$ cat config.mk
export PLATFORM = sky130hd
export DESIGN_NAME = regfile_sequencer_flat
export DESIGN_NICKNAME = d
export VERILOG_FILES = /design/src/rtl/regfile_sequencer_if.sv /design/src/rtl/regfile_sequencer.sv /design/src/flat_wrapper.sv
export SDC_FILE = /design/constraint.sdc
export NUM_CORES = 1
export LEC_CHECK = 0
export ABC_AREA = 1
export CAP_MARGIN = 10
export CORE_ASPECT_RATIO = 0.8
export CORE_UTILIZATION = 30
export DETAILED_ROUTE_END_ITERATION = 8
export GPL_ROUTABILITY_DRIVEN = 1
export HOLD_SLACK_MARGIN = 0.02
export PLACE_DENSITY = 0.69
export SLEW_MARGIN = 15
export SYNTH_ARGS = -nofsm -noshare
export SYNTH_HDL_FRONTEND = slang
export SYNTH_SLANG_ARGS = --single-unit
$ cat constraint.sdc
create_clock -name clk -period 3.68 [get_ports clk]
set_clock_uncertainty 0.05 [all_clocks]
set_input_delay 1.104 -clock clk [delete_from_list [all_inputs] [get_ports clk]]
set_output_delay 1.104 -clock clk [all_outputs]
set_load 0.01 [all_outputs]
$ cat src/rtl/regfile_sequencer_if.sv
// Command and register-file bus between the instruction decoder, the
// sequencer and the 6502 register file.
interface regfile_sequencer_if;
    logic        cmd_valid;
    logic        cmd_ready;
    logic [3:0]  cmd_op;
    logic [7:0]  cmd_data;

    logic [7:0]  rf_Acc;
    logic [7:0]  rf_X;
    logic [7:0]  rf_Y;
    logic [7:0]  rf_SP;
    logic [7:0]  rf_PSR;
    logic [15:0] rf_PC;

    logic [7:0]  rf_dataIn;
    logic [2:0]  rf_regSelect;
    logic        rf_load;

    logic        busy;
    logic        done;
    logic        illegal;

    // decoder / register-file side
    modport master (
        output cmd_valid, cmd_op, cmd_data,
        output rf_Acc, rf_X, rf_Y, rf_SP, rf_PSR, rf_PC,
        input  cmd_ready, rf_dataIn, rf_regSelect, rf_load,
        input  busy, done, illegal
    );

    // sequencer side
    modport slave (
        input  cmd_valid, cmd_op, cmd_data,
        input  rf_Acc, rf_X, rf_Y, rf_SP, rf_PSR, rf_PC,
        output cmd_ready, rf_dataIn, rf_regSelect, rf_load,
        output busy, done, illegal
    );
endinterface

$ cat src/rtl/regfile_sequencer.sv
// Turns one decoded micro-op into 0-2 ordered writes on the register file's
// single write port, including the N/Z write-back to PSR.
//
//   state  | meaning
//   IDLE   | ready for a command; done pulses here after the last write
//   WR_DST | destination register write (Acc/X/Y/SP/PCL)
//   WR_PSR | PSR write with N/Z replaced
//   WR_PCH | PCH increment after a PCL carry-out
module regfile_sequencer #(
    parameter int PSR_N_BIT      = 7,
    parameter int PSR_Z_BIT      = 1,
    parameter bit FLAG_UPDATE_EN = 1'b1
) (
    input logic                 clk,
    input logic                 reset,
    regfile_sequencer_if.slave  bus
);

    typedef enum logic [1:0] {
        IDLE   = 2'd0,
        WR_DST = 2'd1,
        WR_PSR = 2'd2,
        WR_PCH = 2'd3
    } state_t;

    localparam logic [2:0] SEL_ACC = 3'd0;
    localparam logic [2:0] SEL_X   = 3'd1;
    localparam logic [2:0] SEL_Y   = 3'd2;
    localparam logic [2:0] SEL_SP  = 3'd3;
    localparam logic [2:0] SEL_PCL = 3'd4;
    localparam logic [2:0] SEL_PCH = 3'd5;
    localparam logic [2:0] SEL_PSR = 3'd6;

    localparam logic [3:0] OP_NOP    = 4'h0;
    localparam logic [3:0] OP_TAX    = 4'h1;
    localparam logic [3:0] OP_TXA    = 4'h2;
    localparam logic [3:0] OP_TAY    = 4'h3;
    localparam logic [3:0] OP_TYA    = 4'h4;
    localparam logic [3:0] OP_TSX    = 4'h5;
    localparam logic [3:0] OP_TXS    = 4'h6;
    localparam logic [3:0] OP_INX    = 4'h7;
    localparam logic [3:0] OP_DEX    = 4'h8;
    localparam logic [3:0] OP_INY    = 4'h9;
    localparam logic [3:0] OP_DEY    = 4'hA;
    localparam logic [3:0] OP_INC_PC = 4'hB;
    localparam logic [3:0] OP_LDA    = 4'hC;
    localparam logic [3:0] OP_LDX    = 4'hD;
    localparam logic [3:0] OP_LDY    = 4'hE;
    localparam logic [3:0] OP_ILL    = 4'hF;

    state_t      state;
    logic [7:0]  data_q;
    logic [2:0]  sel_q;
    logic        load_q;
    logic        done_q;
    logic        illegal_q;
    logic        n_q;
    logic        z_q;
    logic        flag_q;
    logic        carry_q;

    logic [2:0]  dst_d;
    logic [7:0]  res_d;
    logic        flag_d;
    logic [7:0]  psr_wr;
    logic [7:0]  pch_inc;

    // Destination, result and whether the op touches N/Z, all from this cycle's rf_* values.
    always_comb begin
        dst_d  = SEL_ACC;
        res_d  = 8'h00;
        flag_d = 1'b1;
        case (bus.cmd_op)
            OP_TAX:    begin dst_d = SEL_X;   res_d = bus.rf_Acc; end
            OP_TXA:    begin dst_d = SEL_ACC; res_d = bus.rf_X;   end
            OP_TAY:    begin dst_d = SEL_Y;   res_d = bus.rf_Acc; end
            OP_TYA:    begin dst_d = SEL_ACC; res_d = bus.rf_Y;   end
            OP_TSX:    begin dst_d = SEL_X;   res_d = bus.rf_SP;  end
            OP_TXS:    begin dst_d = SEL_SP;  res_d = bus.rf_X;   flag_d = 1'b0; end
            OP_INX:    begin dst_d = SEL_X;   res_d = bus.rf_X + 8'd1; end
            OP_DEX:    begin dst_d = SEL_X;   res_d = bus.rf_X - 8'd1; end
            OP_INY:    begin dst_d = SEL_Y;   res_d = bus.rf_Y + 8'd1; end
            OP_DEY:    begin dst_d = SEL_Y;   res_d = bus.rf_Y - 8'd1; end
            OP_INC_PC: begin dst_d = SEL_PCL; res_d = bus.rf_PC[7:0] + 8'd1; flag_d = 1'b0; end
            OP_LDA:    begin dst_d = SEL_ACC; res_d = bus.cmd_data; end
            OP_LDX:    begin dst_d = SEL_X;   res_d = bus.cmd_data; end
            OP_LDY:    begin dst_d = SEL_Y;   res_d = bus.cmd_data; end
            default:   flag_d = 1'b0;
        endcase
    end

    // PSR and PCH are never the destination write, so sampling them during
    // WR_DST sees the same value they hold in the following write cycle.
    always_comb begin
        psr_wr            = bus.rf_PSR;
        psr_wr[PSR_N_BIT] = n_q;
        psr_wr[PSR_Z_BIT] = z_q;
    end

    assign pch_inc = bus.rf_PC[15:8] + 8'd1;

    always_ff @(posedge clk) begin
        if (reset) begin
            state     <= IDLE;
            load_q    <= 1'b0;
            sel_q     <= 3'd0;
            data_q    <= 8'h00;
            done_q    <= 1'b0;
            illegal_q <= 1'b0;
            n_q       <= 1'b0;
            z_q       <= 1'b0;
            flag_q    <= 1'b0;
            carry_q   <= 1'b0;
        end else begin
            load_q    <= 1'b0;
            sel_q     <= 3'd0;
            data_q    <= 8'h00;
            done_q    <= 1'b0;
            illegal_q <= 1'b0;
            case (state)
                IDLE: begin
                    if (bus.cmd_valid) begin
                        if (bus.cmd_op == OP_NOP || bus.cmd_op == OP_ILL) begin
                            done_q    <= 1'b1;
                            illegal_q <= (bus.cmd_op == OP_ILL);
                        end else begin
                            state   <= WR_DST;
                            load_q  <= 1'b1;
                            sel_q   <= dst_d;
                            data_q  <= res_d;
                            n_q     <= res_d[7];
                            z_q     <= (res_d == 8'h00);
                            flag_q  <= flag_d;
                            carry_q <= (bus.cmd_op == OP_INC_PC) && (bus.rf_PC[7:0] == 8'hFF);
                        end
                    end
                end
                WR_DST: begin
                    if (flag_q && FLAG_UPDATE_EN) begin
                        state  <= WR_PSR;
                        load_q <= 1'b1;
                        sel_q  <= SEL_PSR;
                        data_q <= psr_wr;
                    end else if (carry_q) begin
                        state  <= WR_PCH;
                        load_q <= 1'b1;
                        sel_q  <= SEL_PCH;
                        data_q <= pch_inc;
                    end else begin
                        state  <= IDLE;
                        done_q <= 1'b1;
                    end
                end
                WR_PSR, WR_PCH: begin
                    state   <= IDLE;
                    done_q  <= 1'b1;
                    carry_q <= 1'b0;
                end
                default: state <= IDLE;
            endcase
        end
    end

    assign bus.cmd_ready    = (state == IDLE) && !reset;
    assign bus.busy         = (state != IDLE);
    assign bus.rf_load      = load_q;
    assign bus.rf_regSelect = sel_q;
    assign bus.rf_dataIn    = data_q;
    assign bus.done         = done_q;
    assign bus.illegal      = illegal_q;

endmodule

$ cat src/flat_wrapper.sv
// flat-port wrapper written by rule: the top's interface ports become plain ports
module regfile_sequencer_flat 
#(
    parameter int PSR_N_BIT      = 7,
    parameter int PSR_Z_BIT      = 1,
    parameter bit FLAG_UPDATE_EN = 1'b1
)
  (clk, reset, bus_cmd_valid, bus_cmd_op, bus_cmd_data, bus_rf_Acc, bus_rf_X, bus_rf_Y, bus_rf_SP, bus_rf_PSR, bus_rf_PC, bus_cmd_ready, bus_rf_dataIn, bus_rf_regSelect, bus_rf_load, bus_busy, bus_done, bus_illegal);
  regfile_sequencer_if bus_i ();
  input logic clk;
  input logic reset;
  input wire logic [$bits(bus_i.cmd_valid)-1:0] bus_cmd_valid;
  input wire logic [$bits(bus_i.cmd_op)-1:0] bus_cmd_op;
  input wire logic [$bits(bus_i.cmd_data)-1:0] bus_cmd_data;
  input wire logic [$bits(bus_i.rf_Acc)-1:0] bus_rf_Acc;
  input wire logic [$bits(bus_i.rf_X)-1:0] bus_rf_X;
  input wire logic [$bits(bus_i.rf_Y)-1:0] bus_rf_Y;
  input wire logic [$bits(bus_i.rf_SP)-1:0] bus_rf_SP;
  input wire logic [$bits(bus_i.rf_PSR)-1:0] bus_rf_PSR;
  input wire logic [$bits(bus_i.rf_PC)-1:0] bus_rf_PC;
  output wire logic [$bits(bus_i.cmd_ready)-1:0] bus_cmd_ready;
  output wire logic [$bits(bus_i.rf_dataIn)-1:0] bus_rf_dataIn;
  output wire logic [$bits(bus_i.rf_regSelect)-1:0] bus_rf_regSelect;
  output wire logic [$bits(bus_i.rf_load)-1:0] bus_rf_load;
  output wire logic [$bits(bus_i.busy)-1:0] bus_busy;
  output wire logic [$bits(bus_i.done)-1:0] bus_done;
  output wire logic [$bits(bus_i.illegal)-1:0] bus_illegal;
  assign bus_i.cmd_valid = bus_cmd_valid;
  assign bus_i.cmd_op = bus_cmd_op;
  assign bus_i.cmd_data = bus_cmd_data;
  assign bus_i.rf_Acc = bus_rf_Acc;
  assign bus_i.rf_X = bus_rf_X;
  assign bus_i.rf_Y = bus_rf_Y;
  assign bus_i.rf_SP = bus_rf_SP;
  assign bus_i.rf_PSR = bus_rf_PSR;
  assign bus_i.rf_PC = bus_rf_PC;
  assign bus_cmd_ready = bus_i.cmd_ready;
  assign bus_rf_dataIn = bus_i.rf_dataIn;
  assign bus_rf_regSelect = bus_i.rf_regSelect;
  assign bus_rf_load = bus_i.rf_load;
  assign bus_busy = bus_i.busy;
  assign bus_done = bus_i.done;
  assign bus_illegal = bus_i.illegal;
  regfile_sequencer #(.PSR_N_BIT(PSR_N_BIT), .PSR_Z_BIT(PSR_Z_BIT), .FLAG_UPDATE_EN(FLAG_UPDATE_EN)) u_core (.clk(clk), .reset(reset), .bus(bus_i));
endmodule
==> flow_summary_export.csv <==
group,metric,value,unit
status,status,"complete, no violations",
worst_setup_path,worst-path-stages,3,
floorplan,die_height,78.4,um
clock_network,clock_tree.buffer_depth,2,
power_and_ir_drop,sw_frac_of_total,31.8,%
global_routing,antenna_found_initial,0,
sta,hold_viol_final,0,
clock_network,tritoncts,"yes",
synth,synthArstFlopShare,0,%
worst_setup_path,critical_path.endpoint_type,"primary output",
sta,slew_violations,0,
worst_setup_path,crit_family,"buffers and inverters",
worst_hold_path,holdPathStages,2,
worst_setup_path,max_stage_delay,540,ps
synth,synthFlopType,"dfxtp_1",
clock_network,clk_latency,260,ps
sta,fin_setup_tns,0,ps
global_routing,grt-ovfl-total,0,
worst_setup_path,crit_chain,"clkdlybuf4s50_1 -> nor2_1 -> clkdlybuf4s50_1",
worst_setup_path,reg2reg_depth,6,
synth,yosysSeqAreaShare,18.3,%
finish,finalNetCount,565,
floorplan,die_x,97.5,um
synth,netlist_area,2190,um^2
detailed_routing,viasPerCell,4.89,
clock_network,clkSlewWorstSetupHoldPaths,70,ps
synth,synth_fp_nets,463,
global_routing,grt_pass1_wl,12.2,mm
floorplan,num_rows,27,
worst_setup_path,critPathMaxFanout,2,
worst_setup_path,cp_slowest_cell,"clkdlybuf4s50_1",
worst_setup_path,cp_data_arrival_time,2170,ps
detailed_routing,ant_nets,0,
detailed_routing,post-route-drc-count,0,
finish,drive_gt1_share,11.4,%
sta,fmax,300,MHz
power_and_ir_drop,power_frac_comb,41.0,%
clock_network,cts_max_level,1,
job,drv_cap,0,
synth,synth.distinct_cells,38,
synth,avgSynthCellArea,5.62,um^2
clock_network,root_buffer,"clkbuf_8",
synth,ys_seq_elements,20,
synth,synth_edf_count,0,
sta,worst_pin_slew,585,ps
worst_setup_path,critical_path_buf_inv_count,2,
clock_network,postCtsSetupBuffers,0,
power_and_ir_drop,internal_power,532,uW
detailed_routing,detail_route.wl_per_cell,13.0,um
finish,n_antenna_cell,0,
power_and_ir_drop,power_density,237,nW/um^2
clock_network,cts_sinks,20,
detailed_routing,drt_iter0_drc,153,
sta,finalSetupViolCount,0,
power_and_ir_drop,p_seq_share,30.4,%
sta,slew_headroom,60.9,%
worst_setup_path,critPathMostFrequentCell,"clkdlybuf4s50_1",
placed_design,place_congestion,0.931,
placed_design,hpwl,6.15,mm
placed_design,port_buffers,84,
detailed_routing,finalWirelength,7.48,mm
power_and_ir_drop,power,780,uW
floorplan,ios,87,
worst_hold_path,min_path_type,"reg -> reg",
synth,syn_inst,389,
power_and_ir_drop,p_switching,248,uW
clock_network,ctsHoldBuffers,0,
sta,period_share,90.5,%
global_routing,grt_max_degree,21,
detailed_routing,vias,2822,
floorplan,start_util,31.4,%
sta,period_needed,3330,ps
global_routing,grt_pass1_vias,2716,
clock_network,cts_resized,0,
power_and_ir_drop,clkPwrFrac,28.6,%
clock_network,cts_made_buffers,3,
worst_setup_path,crit_type,"in -> out",
worst_setup_path,crit_required,2530,ps
global_routing,grt_usage,19.7,%
power_and_ir_drop,cellLeakagePower,0.00150,uW
worst_setup_path,critical_path.startpoint_type,"primary input",
floorplan,core-area,6960,um^2
floorplan,dieArea,7640,um^2
finish,syn_to_final_growth,50.8,%
power_and_ir_drop,peakVddDrop,0.000133,V
synth,synth_warnings,0,
detailed_routing,detail_route.first_pass.iterations,4,
sta,rsz0062_at_grt,"false",
worst reg2reg max path: stages, from the launching register on:
cell     delay, ps
dfxtp_1        330
inv_1           40
nor2_1         130
inv_1           70
nor2_1         450
nand2_1        130
a31oi_1        210
cell usage after synthesis, types with 2 or more instances:
cell type,count,area share (%)
nor2_2,7,2.0
nor4_1,2,0.57
a21oi_1,17,3.9
clkbuf_1,2,0.34
ha_1,3,1.7
nor2_1,45,7.7
o21ai_1,3,0.69
nand2_4,2,1.0
o21ai_0,15,3.4
nand2_2,7,2.0
a31oi_1,5,1.4
nor2_4,8,4.1
o22ai_1,2,0.57
buf_6,4,2.1
dfxtp_1,20,18
nand3_2,3,1.4
inv_1,48,8.2
a211oi_1,9,3.1
nand2_1,126,22
inv_2,2,0.34
nand3_1,42,9.6
registers in the layout, summed over array words and instances (netlist names):
name                     flops
u_core.n_q                   1
u_core.bus.illegal           1
u_core.z_q                   1
u_core.bus.rf_regSelect      3
u_core.bus.rf_load           1
u_core.state                 2
u_core.bus.rf_dataIn         8
u_core.carry_q               1
u_core.bus.done              1
u_core.flag_q                1
logic make-up (layout without fill, tap and decap cells):
logic type / after synthesis / after routing / share of synthesized area [%]
and+or+nand+nor: 246 / 246 / 51.3
AOI/OAI and AO/OA: 60 / 60 / 16.5
buffers and inverters: 59 / 160 / 11.8
DFF: 20 / 20 / 18.3
adders and majority gates: 3 / 3 / 1.72
xor gates and xnor gates: 1 / 1 / 0.401
power groups by stage:
stage / Clock [uW] / Combinational (uW) / Sequential, uW
2_1_floorplan: 0 / 157 / 247
3_3_place_gp: 0 / 316 / 242
3_5_place_dp: 0 / 318 / 242
4_1_cts: 228 / 320 / 237
5_1_grt: 240 / 354 / 239
6_report: 223 / 320 / 237
placed cells by master (no fill, tap or decap), types with 2 or more instances in the layout:
cell	netlist	routed
nand2_1	126	126
clkdlybuf4s50_1	0	84
inv_1	48	48
nor2_1	45	45
nand3_1	42	42
buf_4	1	20
dfxtp_1	20	20
a21oi_1	17	17
o21ai_0	15	15
a211oi_1	9	9
nor2_4	8	8
nand2_2	7	7
nor2_2	7	7
a31oi_1	5	5
nand3_2	3	3
o21ai_1	3	3
ha_1	3	3
clkbuf_8	0	3
inv_2	2	2
nand2_4	2	2
nor4_1	2	2
o22ai_1	2	2
final timing paths:
path,endpoint,slack (ps),start
worst min register to register,u_core.n_q,430,u_core.n_q
worst max register to register,u_core.bus.rf_dataIn[4],2180,u_core.state[0]
worst min-delay path,u_core.n_q,430,u_core.n_q
worst max-delay path,bus_cmd_ready,350,reset
per-stage QoR:
stage	utilization [%]	std cells	cell area [um^2]	hold WS [ps]	setup WS, ps
floorplan	-	389	2190	395	830
global route	47.4	577	3300	450	151
global placement	46.4	573	3230	409	144
finish	47.4	577	3300	433	351
CTS	47.4	577	3300	429	338
detailed placement	46.4	573	3230	417	104
layout make-up:
| class | count | area, um^2 |
|---|---|---|
| multi-input cells | 310 | 1530 |
| repair buffers | 104 | 991 |
| well taps | 87 | 109 |
| flip-flops and latches | 20 | 400 |
| clock buffers | 3 | 41.3 |
| clock inverters | 1 | 30.0 |
| fillers | 737 | 3660 |
| inverters | 52 | 198 |
metal layers:
layer	GRT usage (%)	up-vias	share of wire, %
li1	-	1463	-
met1	27.0	1259	48
met2	33.4	94	45
met3	2.94	6	6.2
met4	2.65	0	0.48
met5	0	-	0
(Power assumes the default switching activity.)
